--- src/rtl/systola_pkg.sv ---
// Shared definitions for the systolic-array input controller.
//   DW_DEF / LANES_DEF / DEPTH_DEF : default element width, lanes per vector, FIFO depth
//   elem_t / vec_t                 : one element and one default-sized row vector
//   lane_delay()                   : extra output delay for a lane (diagonal skew or aligned)
package systola_pkg;

   localparam int DW_DEF    = 8;
   localparam int LANES_DEF = 8;
   localparam int DEPTH_DEF = 16;

   typedef logic [DW_DEF-1:0]    elem_t;
   typedef elem_t [LANES_DEF-1:0] vec_t;

   // Lane k is held back k cycles so the array edge sees a diagonal wavefront.
   function automatic int lane_delay(input int lane, input int skew_en);
      return (skew_en != 0) ? lane : 0;
   endfunction

endpackage

--- src/rtl/skew_delay_line.sv ---
// Fixed-length shift register carrying {valid, data} for one lane.
//   clk     : rising-edge clock
//   rst     : synchronous reset, active-high, clears every stage
//   flush   : synchronous clear, same effect as rst on this block
//   i_vld   : valid entering the line
//   i_data  : data entering the line
//   o_vld   : valid leaving the line, DELAY cycles later
//   o_data  : data leaving the line, DELAY cycles later
// DELAY = 0 is a plain wire.
module skew_delay_line #(
   parameter int DW    = 8,
   parameter int DELAY = 0
) (
   input  logic          clk,
   input  logic          rst,
   input  logic          flush,
   input  logic          i_vld,
   input  logic [DW-1:0] i_data,
   output logic          o_vld,
   output logic [DW-1:0] o_data
);

   if (DELAY == 0) begin : g_pass
      logic w_unused;
      assign w_unused = clk ^ rst ^ flush;
      assign o_vld    = i_vld;
      assign o_data   = i_data;
   end else begin : g_dly
      logic [DELAY-1:0] r_vld;
      logic [DW-1:0]    r_data [DELAY];

      // Shift valid and data one stage per cycle; reset and flush drop everything in flight
      always_ff @(posedge clk) begin
         if (rst || flush) begin
            r_vld <= '0;
            for (int i = 0; i < DELAY; i++) begin
               r_data[i] <= '0;
            end
         end else begin
            r_vld[0]  <= i_vld;
            r_data[0] <= i_data;
            for (int i = 1; i < DELAY; i++) begin
               r_vld[i]  <= r_vld[i-1];
               r_data[i] <= r_data[i-1];
            end
         end
      end

      assign o_vld  = r_vld[DELAY-1];
      assign o_data = r_data[DELAY-1];
   end

endmodule

--- src/rtl/core_input_skew_ctrl.sv ---
// Input controller for the systolic array: lockstep A/W row-vector FIFOs feeding the array
// edge through an optional per-lane diagonal skew.
//   clk, rst       : rising-edge clock, synchronous active-high reset
//   flush          : synchronous clear of FIFO and skew pipes (overflow kept)
//   write, ain,win : push one A and one W vector
//   read           : pop one A and one W vector
//   as, ws         : post-skew lanes to the array edge
//   avld, wvld     : per-lane valid of as / ws
//   aemptys,wemptys: per-lane empty (identical, FIFOs move together)
//   full, level    : FIFO full flag and number of entries held (0..DEPTH)
//   overflow       : sticky, set when a write is dropped; cleared only by rst
module core_input_skew_ctrl
   import systola_pkg::*;
#(
   parameter int DW      = DW_DEF,
   parameter int LANES   = LANES_DEF,
   parameter int DEPTH   = DEPTH_DEF,
   parameter int SKEW_EN = 1
) (
   input  logic                     clk,
   input  logic                     rst,
   input  logic                     flush,
   input  logic                     write,
   input  logic [LANES*DW-1:0]      ain,
   input  logic [LANES*DW-1:0]      win,
   input  logic                     read,
   output logic [LANES*DW-1:0]      as,
   output logic [LANES*DW-1:0]      ws,
   output logic [LANES-1:0]         avld,
   output logic [LANES-1:0]         wvld,
   output logic [LANES-1:0]         aemptys,
   output logic [LANES-1:0]         wemptys,
   output logic                     full,
   output logic [$clog2(DEPTH):0]   level,
   output logic                     overflow
);

   localparam int PW = $clog2(DEPTH);
   localparam logic [PW:0] PTR_ONE = {{PW{1'b0}}, 1'b1};

   // Pointers carry one extra wrap bit to tell full from empty.
   logic [PW:0]            r_wr_ptr;
   logic [PW:0]            r_rd_ptr;
   logic [LANES*DW-1:0]    r_amem [DEPTH];
   logic [LANES*DW-1:0]    r_wmem [DEPTH];
   logic [LANES*DW-1:0]    r_s0_a;
   logic [LANES*DW-1:0]    r_s0_w;
   logic                   r_s0_vld;
   logic                   r_ovf;

   logic                   w_empty;
   logic                   w_full;
   logic                   w_pop;
   logic                   w_push;

   assign w_empty = (r_wr_ptr == r_rd_ptr);
   assign w_full  = (r_wr_ptr[PW] != r_rd_ptr[PW]) &&
                    (r_wr_ptr[PW-1:0] == r_rd_ptr[PW-1:0]);
   // A pop frees a slot in the same cycle, so write+read while full is accepted.
   // No empty bypass: a pop only ever sees entries stored on an earlier edge.
   assign w_pop   = read && !w_empty && !rst && !flush;
   assign w_push  = write && (!w_full || w_pop) && !rst && !flush;

   assign full     = w_full;
   assign level    = r_wr_ptr - r_rd_ptr;
   assign aemptys  = {LANES{w_empty}};
   assign wemptys  = {LANES{w_empty}};
   assign overflow = r_ovf;

   // Vector storage; contents need no reset because the pointers define what is valid
   always_ff @(posedge clk) begin
      if (w_push) begin
         r_amem[r_wr_ptr[PW-1:0]] <= ain;
         r_wmem[r_wr_ptr[PW-1:0]] <= win;
      end else begin
         r_amem[r_wr_ptr[PW-1:0]] <= r_amem[r_wr_ptr[PW-1:0]];
         r_wmem[r_wr_ptr[PW-1:0]] <= r_wmem[r_wr_ptr[PW-1:0]];
      end
   end

   // Pointer, sticky overflow and stage-0 output register update
   always_ff @(posedge clk) begin
      if (rst) begin
         r_wr_ptr <= '0;
         r_rd_ptr <= '0;
         r_ovf    <= 1'b0;
         r_s0_vld <= 1'b0;
         r_s0_a   <= '0;
         r_s0_w   <= '0;
      end else if (flush) begin
         r_wr_ptr <= '0;
         r_rd_ptr <= '0;
         r_s0_vld <= 1'b0;
         r_s0_a   <= '0;
         r_s0_w   <= '0;
      end else begin
         if (w_push) begin
            r_wr_ptr <= r_wr_ptr + PTR_ONE;
         end
         if (w_pop) begin
            r_rd_ptr <= r_rd_ptr + PTR_ONE;
         end
         if (write && w_full && !w_pop) begin
            r_ovf <= 1'b1;
         end
         // A read on empty launches a zero, invalid slot into the skew pipes.
         r_s0_vld <= w_pop;
         r_s0_a   <= w_pop ? r_amem[r_rd_ptr[PW-1:0]] : '0;
         r_s0_w   <= w_pop ? r_wmem[r_rd_ptr[PW-1:0]] : '0;
      end
   end

   // Per-lane skew: lane k leaves stage 0 and waits k more cycles when skew is enabled.
   for (genvar k = 0; k < LANES; k++) begin : g_lane
      localparam int LD = lane_delay(k, SKEW_EN);

      skew_delay_line #(.DW(DW), .DELAY(LD)) u_a_dly (
         .clk    (clk),
         .rst    (rst),
         .flush  (flush),
         .i_vld  (r_s0_vld),
         .i_data (r_s0_a[k*DW +: DW]),
         .o_vld  (avld[k]),
         .o_data (as[k*DW +: DW])
      );

      skew_delay_line #(.DW(DW), .DELAY(LD)) u_w_dly (
         .clk    (clk),
         .rst    (rst),
         .flush  (flush),
         .i_vld  (r_s0_vld),
         .i_data (r_s0_w[k*DW +: DW]),
         .o_vld  (wvld[k]),
         .o_data (ws[k*DW +: DW])
      );
   end

endmodule

--- config.mk ---
export PLATFORM = sky130hd
export DESIGN_NAME = core_input_skew_ctrl
export DESIGN_NICKNAME = d
export VERILOG_FILES = /design/src/rtl/systola_pkg.sv /design/src/rtl/skew_delay_line.sv /design/src/rtl/core_input_skew_ctrl.sv
export SDC_FILE = /design/constraint.sdc
export NUM_CORES = 2
export LEC_CHECK = 0
export CAP_MARGIN = 20
export CELL_PAD_IN_SITES_DETAIL_PLACEMENT = 0
export CELL_PAD_IN_SITES_GLOBAL_PLACEMENT = 1
export CORE_MARGIN = 2
export CORE_UTILIZATION = 48
export DETAILED_ROUTE_END_ITERATION = 8
export PLACE_DENSITY_LB_ADDON = 0.2
export SYNTH_ARGS = -nofsm -noshare
export SYNTH_HDL_FRONTEND = slang
export SYNTH_SLANG_ARGS = --single-unit
--- constraint.sdc ---
create_clock -name clk -period 5.95 [get_ports clk]
set_input_delay 0.8925 -clock clk [delete_from_list [all_inputs] [get_ports clk]]
set_output_delay 0.8925 -clock clk [all_outputs]
set_load 0.01 [all_outputs]
==> results.cfg <==
[power]
p_per_area_nw_per_um2 = 341
ir_worst_vdd_mv = 0.307
leakage_nw = 35.5

[timing]
setup-violations-final = 0
final_max_slew_viol_count = 0
slew_headroom = 0.260
timing.hold.ws_ns = 0.383
rsz0062_at_grt = no
min_period_ns = 5.03
fin_crit_sh = 0.846
finClkSkew_ns = 0.0489
fmax_mhz = 199
finalHoldViolCount = 0
tns_ns = 0
worstMarginPinSlew_ns = 1.11

[clocking]
clk_pin_slew_worst_paths_ns = 0.06
postCtsSetupRepairBufs = 0
ctsHtreeMaxLevel = 5
cts.sinks = 2643
clockBufferDepth = 4
insertion_delay_ns = 0.93
cts_resized = 0
cts_made_buffers = 284
cts_tree = yes
root_buffer = clkbuf_16
cts_hold_buffers = 0

[synth]
synth_edf_count = 2048
synth_ff_type = edfxtp_1
synth.area.top_cells = edfxtp_1, dfxtp_1, mux4_2, and2_1, mux2_2
ys_seq_area_frac = 0.777
netlist_area_um2 = 94500
ys_types = 42
yosys_register_bits = 2643
synthCells = 4540
synth_warnings = 0
syn_avg_cell_area_um2 = 20.8
synth_most_common_cell = edfxtp_1
yosys.area.top_type = edfxtp_1
synth_fp_nets = 4683
async_flop_share = 0
synth_top_area_share = 0.651
synthTopCellsByCount = edfxtp_1, dfxtp_1, mux4_2

[global_routing]
grt_pass1_wl_mm = 297
first_global_vias = 43568
grt-ovfl-total = 0
grt_max_degree = 239
grt_antenna_before_repair = 28
grt.total_usage = 0.203

[setup_path]
cp-start-kind = flip-flop
slowest_stage = nor2_1
crit_required_ns = 5.06
critical_path_class = flip-flop to output port
setup.worst_path.start = r_rd_ptr[2]
worstSetupEndpointType = output port
path_cells = inv_1 -> ha_1 -> nand4_1 -> nor2_1 -> clkdlybuf4s50_1
cpPeakStageDelay_ns = 0.81
worstPathArrival_ns = 4.14
r2r-start = r_rd_ptr[2]
cp_max_fo = 38
critPathTopFamily = simple AND/OR/NAND/NOR gates
cp_num_buf_inv = 2

[route]
vias = 42228
drt_iter0_markers = 3463
wl_per_cell_um = 26.2
routed_wl_mm = 202
antenna_left = 0
viasPerCell = 5.48
drc = 0
drt_first_pass_iters = 8

[finish]
layout.nets = 5013
fill_cells = 14598
multi_input_area_um2 = 19200
drive_gt1_frac = 0.236
regArea_um2 = 73400
syn2layout_area_growth_pct = 15.2

[status]
status = finished, final reports clean

[floorplanning]
core_area_um2 = 195000
start_util = 0.484
io_pins = 300
die-area_um2 = 200000
die_y_um = 448
rows = 162
fp.dieW_um = 448

[hold_path]
min_from = r_s0_w[60]
min_path_type = flip-flop to flip-flop

[run]
cap_viol_max_count = 0

[placement]
portBuffers = 299
dp_hpwl_mm = 108
globalplace.congestion = 0.739
-- state kept, by name, indices dropped and copies added, names as in the netlist --
| signal | cells |
|---|---|
| r_s0_w | 64 |
| r_rd_ptr | 5 |
| r_amem | 1024 |
| g_lane.u_a_dly.g_dly.r_vld | 1 |
| g_lane.u_w_dly.g_dly.r_vld | 6 |
| r_wr_ptr | 5 |
| g_lane.u_a_dly.g_dly.r_data | 224 |
| r_s0_a | 64 |
| overflow | 1 |
| r_wmem | 1024 |
| r_s0_vld | 1 |
| g_lane.u_w_dly.g_dly.r_data | 224 |
-- logic make-up after synthesis --
logic type / count (synthesis) / share of synthesized area
DFF: 2643 / 0.777
muxes: 770 / 0.151
and+or+nand+nor: 622 / 0.0378
buffers and inverters: 341 / 0.0207
AOI/OAI and AO/OA: 142 / 0.0107
xor gates and xnor gates: 12 / 0.00119
adders and majority gates: 10 / 0.00140
-- metrics by stage --
step	cell area, um2	total power [mW]	cells	setup slack (ns)	util
6_report	109000	37.1	7707	0.916	0.557
5_1_grt	109000	38.3	7704	0.629	0.557
4_1_cts	109000	37.5	7700	0.781	0.557
3_5_place_dp	99900	20.8	7207	1.36	0.512
3_3_place_gp	99900	20.8	7207	1.36	0.512
2_1_floorplan	94500	20.4	4540	0.0807	-
-- per-layer routing --
layer	share of wire	wire, um	vias up	GRT usage
met5	0.00040	80	-	0
met4	0.019	3780	14	0.0497
met3	0.051	10300	306	0.0359
met2	0.51	103000	1040	0.343
met1	0.42	85300	22535	0.276
li1	-	-	18333	-
-- placed cells by master, fill, tap and decap left out, types with 12 or more instances in the layout --
master              n
and2_1            456
buf_12             32
buf_4              43
clkbuf_1           74
clkbuf_16         297
clkbuf_8           39
clkdlybuf4s50_1   299
clkinv_1           32
clkinv_2           34
dfxtp_1           592
edfxtp_1         2048
mux2_2            128
mux2i_1           130
mux4_2            512
nand2_1           129
nor2_1             12
o21ai_0            25
o21ai_1            34
o21ai_2            71
-- layout make-up --
class / instances / share of cell area
Timing Repair Buffer: 375 / 0.0366
Clock inverter: 80 / 0.00539
Clock buffer: 413 / 0.0759
Multi-Input combinational cell: 1556 / 0.176
Antenna cell: 6 / 0.000138
Inverter: 10 / 0.000414
Tap cell: 2624 / 0.0302
Sequential cell: 2643 / 0.675
-- where the power goes --
| part | internal (mW) | leakage [nW] | switching (mW) |
|---|---|---|---|
| registers | 19.9 | 23.2 | 0.0112 |
| clock network | 9.94 | 4.36 | 6.75 |
| logic | 0.155 | 7.96 | 0.346 |
| total | 30.0 | 35.5 | 7.10 |
-- worst paths after layout --
check,end,slack (ns),cells after the start
setup / recovery,aemptys[0],0.92,5
hold reg to reg,g_lane[7].u_w_dly.g_dly.r_data[0][4],0.38,1
setup reg to reg,r_wmem[2][16],1.77,6
hold / removal,g_lane[7].u_w_dly.g_dly.r_data[0][4],0.38,1
Note: power is estimated with default switching activity, not from simulation.
